`config.mk`:
```
export PLATFORM = sky130hd
export DESIGN_NAME = load_store_unit
export DESIGN_NICKNAME = d
export VERILOG_FILES = /design/src/rtl/lsu_pkg.sv /design/src/rtl/lsu_byte_lane.sv /design/src/rtl/load_store_unit.sv
export SDC_FILE = /design/constraint.sdc
export NUM_CORES = 1
export LEC_CHECK = 0
export BUFFER_PORTS_ARGS = -buffer_cell sky130_fd_sc_hd__buf_4
export CORE_ASPECT_RATIO = 1.5
export CORE_MARGIN = 4
export CORE_UTILIZATION = 45
export CTS_CLUSTER_SIZE = 16
export DETAILED_ROUTE_END_ITERATION = 8
export PLACE_DENSITY = 0.79
export SLEW_MARGIN = 20
export SYNTH_ARGS = -nofsm -noshare
export SYNTH_HDL_FRONTEND = slang
export SYNTH_SLANG_ARGS = --single-unit
```
`constraint.sdc`:
```
create_clock -name clock -period 3.4 [get_ports clock]
set_input_delay 0.51 -clock clock [delete_from_list [all_inputs] [get_ports clock]]
set_output_delay 0.51 -clock clock [all_outputs]
set_load 0.02 [all_outputs]
```
`src/rtl/lsu_pkg.sv`:
```
// -----------------------------------------------------------------------------
// lsu_pkg
// Shared definitions for the load/store unit: access-size encodings, the
// LSU FSM state type, default legal address window and a helper returning
// the byte span of an access minus one.
// -----------------------------------------------------------------------------
package lsu_pkg;

   // Default legal byte-address window (1028 bytes, 257 words).
   localparam logic [31:0] LSU_ADDR_LO_DEFAULT = 32'h7FFF_FBFC;
   localparam logic [31:0] LSU_ADDR_HI_DEFAULT = 32'h7FFF_FFFF;

   // Access size encoding as presented on the size port.
   typedef enum logic [1:0] {
      SZ_BYTE    = 2'b00,
      SZ_HALF    = 2'b01,
      SZ_WORD    = 2'b10,
      SZ_ILLEGAL = 2'b11
   } lsu_size_e;

   // LSU control states.
   typedef enum logic [1:0] {
      ST_IDLE   = 2'b00,
      ST_ACCESS = 2'b01,
      ST_WRITE  = 2'b10,
      ST_DONE   = 2'b11
   } lsu_state_e;

   // Number of bytes touched by an access, minus one (0 for byte, 1 half, 3 word).
   function automatic logic [1:0] lsu_size_extra(input logic [1:0] size);
      logic [1:0] extra;
      case (size)
         SZ_BYTE: extra = 2'd0;
         SZ_HALF: extra = 2'd1;
         SZ_WORD: extra = 2'd3;
         default: extra = 2'd0;
      endcase
      return extra;
   endfunction

endpackage

```
`src/rtl/lsu_byte_lane.sv`:
```
// -----------------------------------------------------------------------------
// lsu_byte_lane
// Purely combinational lane logic for a big-endian word memory.
//   Load path : selects the byte/half addressed by offset_i out of read_word_i
//               and sign- or zero-extends it; words pass through untouched.
//   Store path: merges the right-justified store value into read_word_i at the
//               addressed lane, preserving every other bit exactly.
// Ports
//   size_i        access size (byte/half/word)
//   offset_i      addr[1:0] of the access
//   signed_i      1 = sign-extend sub-word loads
//   read_word_i   word read from memory
//   store_data_i  store value, right-justified
//   load_data_o   formatted load result
//   merged_o      read word with store lane replaced
// -----------------------------------------------------------------------------
module lsu_byte_lane
   import lsu_pkg::*;
(
   input  logic [1:0]  size_i,
   input  logic [1:0]  offset_i,
   input  logic        signed_i,
   input  logic [31:0] read_word_i,
   input  logic [31:0] store_data_i,
   output logic [31:0] load_data_o,
   output logic [31:0] merged_o
);

   logic [7:0]  byte_s;
   logic [15:0] half_s;

   // Lane extraction: offset 0 is the most significant byte/half.
   always_comb begin
      byte_s = 8'h00;
      half_s = 16'h0000;
      case (offset_i)
         2'd0:    byte_s = read_word_i[31:24];
         2'd1:    byte_s = read_word_i[23:16];
         2'd2:    byte_s = read_word_i[15:8];
         2'd3:    byte_s = read_word_i[7:0];
         default: byte_s = 8'h00;
      endcase
      // Only addr[1] picks the half; addr[0] is either trapped or ignored upstream.
      if (offset_i[1]) begin
         half_s = read_word_i[15:0];
      end else begin
         half_s = read_word_i[31:16];
      end
   end

   // Load formatting: extend the selected lane to 32 bits.
   always_comb begin
      load_data_o = read_word_i;
      case (size_i)
         SZ_BYTE: load_data_o = signed_i ? {{24{byte_s[7]}}, byte_s}
                                         : {24'h000000, byte_s};
         SZ_HALF: load_data_o = signed_i ? {{16{half_s[15]}}, half_s}
                                         : {16'h0000, half_s};
         default: load_data_o = read_word_i;
      endcase
   end

   // Store merge: replace only the addressed lane of the read word.
   always_comb begin
      merged_o = read_word_i;
      case (size_i)
         SZ_BYTE: begin
            case (offset_i)
               2'd0:    merged_o[31:24] = store_data_i[7:0];
               2'd1:    merged_o[23:16] = store_data_i[7:0];
               2'd2:    merged_o[15:8]  = store_data_i[7:0];
               2'd3:    merged_o[7:0]   = store_data_i[7:0];
               default: merged_o        = read_word_i;
            endcase
         end
         SZ_HALF: begin
            if (offset_i[1]) begin
               merged_o[15:0] = store_data_i[15:0];
            end else begin
               merged_o[31:16] = store_data_i[15:0];
            end
         end
         default: merged_o = store_data_i;
      endcase
   end

endmodule

```
`src/rtl/load_store_unit.sv`:
```
// -----------------------------------------------------------------------------
// load_store_unit
// MEM-stage load/store unit in front of a word-only data memory (combinational
// read, negedge write). Sub-word stores are done as read-modify-write.
// Latency (req cycle = 1): load / word store -> done in cycle 3, sub-word
// store -> cycle 4, rejected request -> cycle 2 with fault and no memory access.
//
// Build option: LSU_MISALIGN_TRAP_EN
//   defined   : misaligned half/word accesses fault.
//   undefined : low address bits beyond natural alignment are ignored.
//
// Ports
//   clock, resetN          clock, async active-low reset
//   req                    request, held until done
//   isStore, size,
//   signedLoad, addr,
//   storeData              request attributes, latched in IDLE
//   busy                   high whenever not IDLE
//   done                   one-cycle completion pulse
//   loadData, fault        result, valid with done
//   memRead, memWrite      memory strobes (never both high)
//   memAddr                word-aligned memory address
//   memWriteData           word to write
//   memReadData            word read from memory
// -----------------------------------------------------------------------------
module load_store_unit
   import lsu_pkg::*;
#(
   parameter logic [31:0] ADDR_LO = LSU_ADDR_LO_DEFAULT,
   parameter logic [31:0] ADDR_HI = LSU_ADDR_HI_DEFAULT
)(
   input  logic        clock,
   input  logic        resetN,
   input  logic        req,
   input  logic        isStore,
   input  logic [1:0]  size,
   input  logic        signedLoad,
   input  logic [31:0] addr,
   input  logic [31:0] storeData,
   output logic        busy,
   output logic        done,
   output logic [31:0] loadData,
   output logic        fault,
   output logic        memRead,
   output logic        memWrite,
   output logic [31:0] memAddr,
   output logic [31:0] memWriteData,
   input  logic [31:0] memReadData
);

   lsu_state_e  state_q, state_d;
   logic        is_store_q, is_store_d;
   logic [1:0]  size_q, size_d;
   logic        signed_q, signed_d;
   logic [31:0] addr_q, addr_d;
   logic [31:0] wdata_q, wdata_d;
   logic [31:0] load_data_q, load_data_d;
   logic        fault_q, fault_d;
   logic        done_q, done_d;
   logic        busy_q, busy_d;
   logic        mem_read_q, mem_read_d;
   logic        mem_write_q, mem_write_d;

   logic [32:0] last_byte_s;
   logic        below_s;
   logic        above_s;
   logic        misalign_s;
   logic        illegal_s;
   logic [31:0] lane_load_s;
   logic [31:0] lane_merge_s;

   // Legality of the incoming request; 33-bit sum so the top of the address
   // space cannot wrap into a false pass.
   assign last_byte_s = {1'b0, addr} + {31'b0, lsu_size_extra(size)};
   assign below_s     = (addr < ADDR_LO);
   assign above_s     = (last_byte_s > {1'b0, ADDR_HI});
`ifdef LSU_MISALIGN_TRAP_EN
   assign misalign_s  = ((size == SZ_HALF) && addr[0]) ||
                        ((size == SZ_WORD) && (addr[1:0] != 2'b00));
`else
   assign misalign_s  = 1'b0;
`endif
   assign illegal_s   = (size == SZ_ILLEGAL) || below_s || above_s || misalign_s;

   lsu_byte_lane u_lane (
      .size_i       (size_q),
      .offset_i     (addr_q[1:0]),
      .signed_i     (signed_q),
      .read_word_i  (memReadData),
      .store_data_i (wdata_q),
      .load_data_o  (lane_load_s),
      .merged_o     (lane_merge_s)
   );

   // Next-state, datapath and output decode; outputs are derived from the
   // next state so every port comes straight from a flop.
   always_comb begin
      state_d     = state_q;
      is_store_d  = is_store_q;
      size_d      = size_q;
      signed_d    = signed_q;
      addr_d      = addr_q;
      wdata_d     = wdata_q;
      load_data_d = load_data_q;
      fault_d     = 1'b0;

      case (state_q)
         ST_IDLE: begin
            if (req) begin
               is_store_d = isStore;
               size_d     = size;
               signed_d   = signedLoad;
               addr_d     = addr;
               wdata_d    = storeData;
               if (illegal_s) begin
                  state_d     = ST_DONE;
                  fault_d     = 1'b1;
                  load_data_d = 32'h0000_0000;
               end else begin
                  state_d = ST_ACCESS;
               end
            end else begin
               state_d = ST_IDLE;
            end
         end
         ST_ACCESS: begin
            if (!is_store_q) begin
               load_data_d = lane_load_s;
               state_d     = ST_DONE;
            end else if (size_q == SZ_WORD) begin
               state_d = ST_DONE;
            end else begin
               wdata_d = lane_merge_s;
               state_d = ST_WRITE;
            end
         end
         ST_WRITE: state_d = ST_DONE;
         ST_DONE:  state_d = ST_IDLE;
         default:  state_d = ST_IDLE;
      endcase

      busy_d      = (state_d != ST_IDLE);
      done_d      = (state_d == ST_DONE);
      // Loads and the read half of a read-modify-write both read in ACCESS.
      mem_read_d  = (state_d == ST_ACCESS) && (!is_store_d || (size_d != SZ_WORD));
      mem_write_d = ((state_d == ST_ACCESS) && is_store_d && (size_d == SZ_WORD)) ||
                    (state_d == ST_WRITE);
   end

   // State and output registers; reset clears strobes before any pending
   // negedge write can land.
   always_ff @(posedge clock or negedge resetN) begin
      if (!resetN) begin
         state_q     <= ST_IDLE;
         is_store_q  <= 1'b0;
         size_q      <= 2'b00;
         signed_q    <= 1'b0;
         addr_q      <= 32'h0000_0000;
         wdata_q     <= 32'h0000_0000;
         load_data_q <= 32'h0000_0000;
         fault_q     <= 1'b0;
         done_q      <= 1'b0;
         busy_q      <= 1'b0;
         mem_read_q  <= 1'b0;
         mem_write_q <= 1'b0;
      end else begin
         state_q     <= state_d;
         is_store_q  <= is_store_d;
         size_q      <= size_d;
         signed_q    <= signed_d;
         addr_q      <= addr_d;
         wdata_q     <= wdata_d;
         load_data_q <= load_data_d;
         fault_q     <= fault_d;
         done_q      <= done_d;
         busy_q      <= busy_d;
         mem_read_q  <= mem_read_d;
         mem_write_q <= mem_write_d;
      end
   end

   assign busy         = busy_q;
   assign done         = done_q;
   assign loadData     = load_data_q;
   assign fault        = fault_q;
   assign memRead      = mem_read_q;
   assign memWrite     = mem_write_q;
   assign memAddr      = {addr_q[31:2], 2'b00};
   assign memWriteData = wdata_q;

endmodule

```
### Word level (Yosys, flattened, before mapping)

Cells that the tools add are included.

| word-level totals | value |
|---|---|
| bits in registers | 107 |
| input port bits | 103 |
| output and inout bits | 101 |
| logic and storage cells | 92 |

| cells by class | value |
|---|---|
| add/sub/neg operators | 1 |
| order comparisons | 2 |
| eq/ne operators | 24 |
| multiplexer cells | 33 |
| reductions and logical operators | 18 |

Operator list:

| kind | number |
|---|---|
| $mux 32 | 8 |
| $pmux 32 s2 | 4 |
| $mux 16 | 3 |
| $add 32x2->33 | 1 |
| $gt 33x31->1 const B | 1 |
| $lt 32x31->1 const B | 1 |
| $mux 8 | 4 |
| $pmux 8 s4 | 1 |
| $eq 2x2->1 const B | 10 |
| $ne 2x2->1 const B | 6 |
| $eq 2x1->1 const B | 5 |
| $mux 2 | 4 |
| $pmux 2 s4 | 1 |
| $mux 1 | 7 |
| $reduce_and 7->1 | 1 |
| $logic_not 2->1 | 3 |
| $ne 3x3->1 const B | 2 |
| $reduce_and 6->1 | 1 |
| $reduce_and 5->1 | 1 |
| $logic_or 1x1->1 | 4 |
| $pmux 2 s2 | 1 |
| $reduce_and 4->1 | 1 |
| $reduce_bool 2->1 | 2 |
| $logic_and 1x1->1 | 3 |
| 3 further kinds | 3 |

### Depth between registers and ports, before layout

| logic depth | value |
|---|---|
| depth in word-level cells | 12 |
| mapped depth | 12 |
| mapped depth without buffers | 11 |

### Modules after synthesis

A second synthesis with hierarchy kept.

| second synthesis, totals | value |
|---|---|
| cells, all modules | 694 |
| area, all modules | 7,149.4 um2 |

Modules (own cells, without submodules):

| module | times used | cells each | area each (um2) | seq. area each (um2) |
|---|---|---|---|---|
| load_store_unit | 1 | 457 | 5,410.2 | 2,677.6 |
| lsu_byte_lane | 1 | 237 | 1,739.2 | 0.0 |

### Worst setup path after synthesis

Ideal clock, no wire load.

| timing path | value |
|---|---|
| path kind | input to register |
| start point | input port size[0] |
| end point | register load_data_q[10] (netlist: loadData[10]) |
| setup time | 125 ps |
| arrival time | 2,789 ps |
| required time | 3,275 ps |
| slack | 486 ps |
| stages | 12 |
| path buffers | 1 |
| path through | inv_1 > ha_1 > inv_1 > ha_1 > fa_1 > nand3b_1 > o22ai_1 > a32oi_1 > o41ai_4 > a21oi_4 > buf_6 > mux2_4 |

| on the way | value |
|---|---|
| word-level cells in the longest chain between the ends | 7 |
| elaborated cells on any way between the ends | 10 |
| classes of those cells | add/sub: 1; order compare: 1; eq/ne: 4; mux: 1; reduce/logical: 3 |

RTL lines:

| item | RTL line | source |
|---|---|---|
| from (decl) | load_store_unit.sv:36 | `input logic [1:0] size,` |
| $eq 2x2->1 / $eq 2x1->1 (equally long branches) | lsu_pkg.sv:32 | `case (size)` |
| $pmux 2 s2 | lsu_pkg.sv:32 |  |
| $add 32x2->33 | load_store_unit.sv:74 | `assign last_byte_s = {1'b0, addr} + {31'b0, lsu_size_extra(size)};` |
| $gt 33x31->1 | load_store_unit.sv:76 | `assign above_s = (last_byte_s > {1'b0, ADDR_HI});` |
| $logic_or 1x1->1 * | load_store_unit.sv:83 | `assign illegal_s = (size == SZ_ILLEGAL) \|\| below_s \|\| above_s \|\| misalign_s;` |
| $ne 2x2->1 (no line) * | -- |  |
| $reduce_and 4->1 (no line) * | -- |  |
| to (signal assigned) | load_store_unit.sv:173 | `load_data_q <= load_data_d;` |
| to (decl) | load_store_unit.sv:57 | `logic [31:0] load_data_q, load_data_d;` |

Mark *: on every way between the ends. The rest lies on a longest branch, timed or not.
A chain may end at the register's enable or synchronous reset.

### Worst setup path after layout

| timing path | value |
|---|---|
| start point | input port size[0] |
| end point | register load_data_q[2] (netlist: loadData[2]) |

Same word-level chain as after synthesis.

==> metrics <==
I/O Buffers approximately 200; most frequent cells in the layout 210 x buf_4, 107 x dfrtp_1, 50 x nand2_1, 49 x o21ai_0, 45 x mux2_2; Worst Setup Slack, final between 0.5 and 0.6 ns; final non-filler cell area slightly below 8000 µm²; Place WS ~0.17 ns; final worst path period need roughly 2.9 ns; final setup fails 0; grt ovf 0; status finished clean; Total Routing Usage GR 0.233; EDFF count, synth 0; crit start category primary input; CTS Buf Count 9; H-tree Lvls 3; vias post-DR roughly 5,000; Ant. Diodes 0; GP Congestion a little under 0.9; post_cts resized 0; largest net degree at the start of global routing between 90 and 100; fin crit share 0.849; Post-layout nets 828; syn_area_per_cell between 10 and 15 µm²; post-route clock skew approximately 0.012 ns; Design Power 8210 µW; CTS hold repair buffers 0; Max clock buf depth 2; final hold vios 0; clock edge transition at the registers on the reported setup and hold paths approximately 0.070 ns; via/cell ratio between 5 and 6; post-synthesis sequential area ratio 0.446; site row count just over 50; RSZ-0062 raised after global routing false; Synth async-reset ratio 1.00; detailed-route wire length ~18,000 µm; Leak roughly 0.0038 µW; CP Class primary input to flop; Worst Tran Pin Value 0.981 ns; post-route DRC violation count 0; VDD IR-drop max approximately 0.0005 V; DIE HEIGHT 149 µm; DP Area 7420 µm²; Distinct cells, synth 49; Post-Synthesis Cells 557; first-pass GRT wire length 27,300 µm; Setup TNS Final 0 ns; Die Span X about 100 µm; synthesized area ~6000 µm²; fraction of layout cells with a size suffix above 1 0.434; Yosys warnings 0; initial antenna violation count 0; Worst setup EP type flop; CP arrival 3.12 ns; Pins Over Slew Limit 0; dpl hpwl around 14,000 µm; root buf cell clkbuf_16; power density over cell area about 1100 nW/µm²; Die ar. between 15,000 and 20,000 µm²; number of global-route vias before repair roughly 5,200; First-pass DRT Iterations 5; ANT nets after route 0; CTS sink count between 100 and 150; Detailed Route Iter0 Violations 274; clk_lat worst skew 0.36 ns; synthesis-to-layout area growth 28.5%; Initial Util 0.461; core area about 13,000 µm²; Synth Flop Type dfrtp_1; Worst Hold Class primary input to asynchronous set/reset pin; TritonCTS clock tree done; Max Cap Viol 0; crit path max fanout 32; Max Freq 346 MHz; CP Data Required Time around 3.6 ns; normalized max-slew margin 0.344; I/O pins 204; Synth Register Bits approximately 110; Wirelength per Cell 20.3 µm; most common cell after layout, fill and taps aside buf_4; postcts setup bufs 0; Fillers between 1,000 and 1,500
-- power by group --
group          switching, µW  total (µW)  internal, µW
clock network            510        1020           510
logic                   2630        4820          2190
registers                464        2370          1900
-- through the flow --
step,hold WS (ns),utilization,instances
final,0.202,0.592,881
after global routing,0.316,0.592,881
after CTS,0.387,0.592,881
after detailed placement,0.480,0.570,865
after global placement,0.468,0.570,865
after floorplan,0.214,-,558
-- worst max-delay path: stages --
cell and delay [ns]:
buf_4 0.09, inv_1 0.04, ha_1 0.26, inv_1 0.04, ha_1 0.20, fa_1 0.36, nand3b_1 0.16, o22ai_1 0.12
a32oi_1 0.11, o41ai_4 0.59, a21oi_4 0.12, buf_12 0.20, mux2_4 0.32
-- registers in the layout, indices dropped and copies added (netlist names), 2 cells and up --
register / cells
addr_q: 32
size_q: 2
memWriteData: 32
loadData: 32
state_q: 2
-- logic make-up (layout without fill, tap and decap cells) --
kind of cell,count (synthesis),in the layout,share of synthesized area
compound gates,135,135,0.143
mux,112,112,0.234
flops,107,107,0.446
buf+inv,100,264,0.0876
simple gates,94,94,0.0705
fa+ha+maj,8,8,0.0179
other cells,1,2,0.000625
-- routing by layer --
metal  global-route usage  up-vias  share of wire
met5                    0        -              0
met4                0.108        0          0.044
met3               0.0533       61          0.081
met2                0.406      254           0.52
met1                0.266     2424           0.35
li1                     -     2268              -
-- synthesized netlist by cell type, drive strengths merged, types with 15 or more instances --
cell type    n  area, µm²
mux2i       34        340
o21ai       54        274
o22ai       17        106
mux2        70        882
dfrtp      107       2680
nand2       50        188
a21oi       27        146
nor2        15       58.8
buf         43        312
inv         35        131
clkbuf      21       78.8
-- layout make-up --
type	instances	area (µm²)	share of cell area
Clock inverter	7	58.8	0.00763
Inverter	36	135	0.0175
Multi-Input combinational cell	351	2800	0.364
Clock buffer	9	225	0.0292
Tap cell	159	199	0.0258
Timing Repair Buffer	212	1610	0.209
Sequential cell	107	2680	0.348
-- final timing paths --
path,from,endpoint,slack (ns),cells past startpoint
worst max-delay path,size[0],loadData[2],0.51,13
worst min-delay path,resetN,addr_q[2],0.20,1
worst max register to register,addr_q[0],loadData[9],0.91,6
worst min register to register,memWriteData[21],memWriteData[21],0.49,2
max in group asynchronous,resetN,addr_q[16],2.39,2
min in group clock,signedLoad,signed_q,0.39,2
Power figures use the tool's default switching activity.
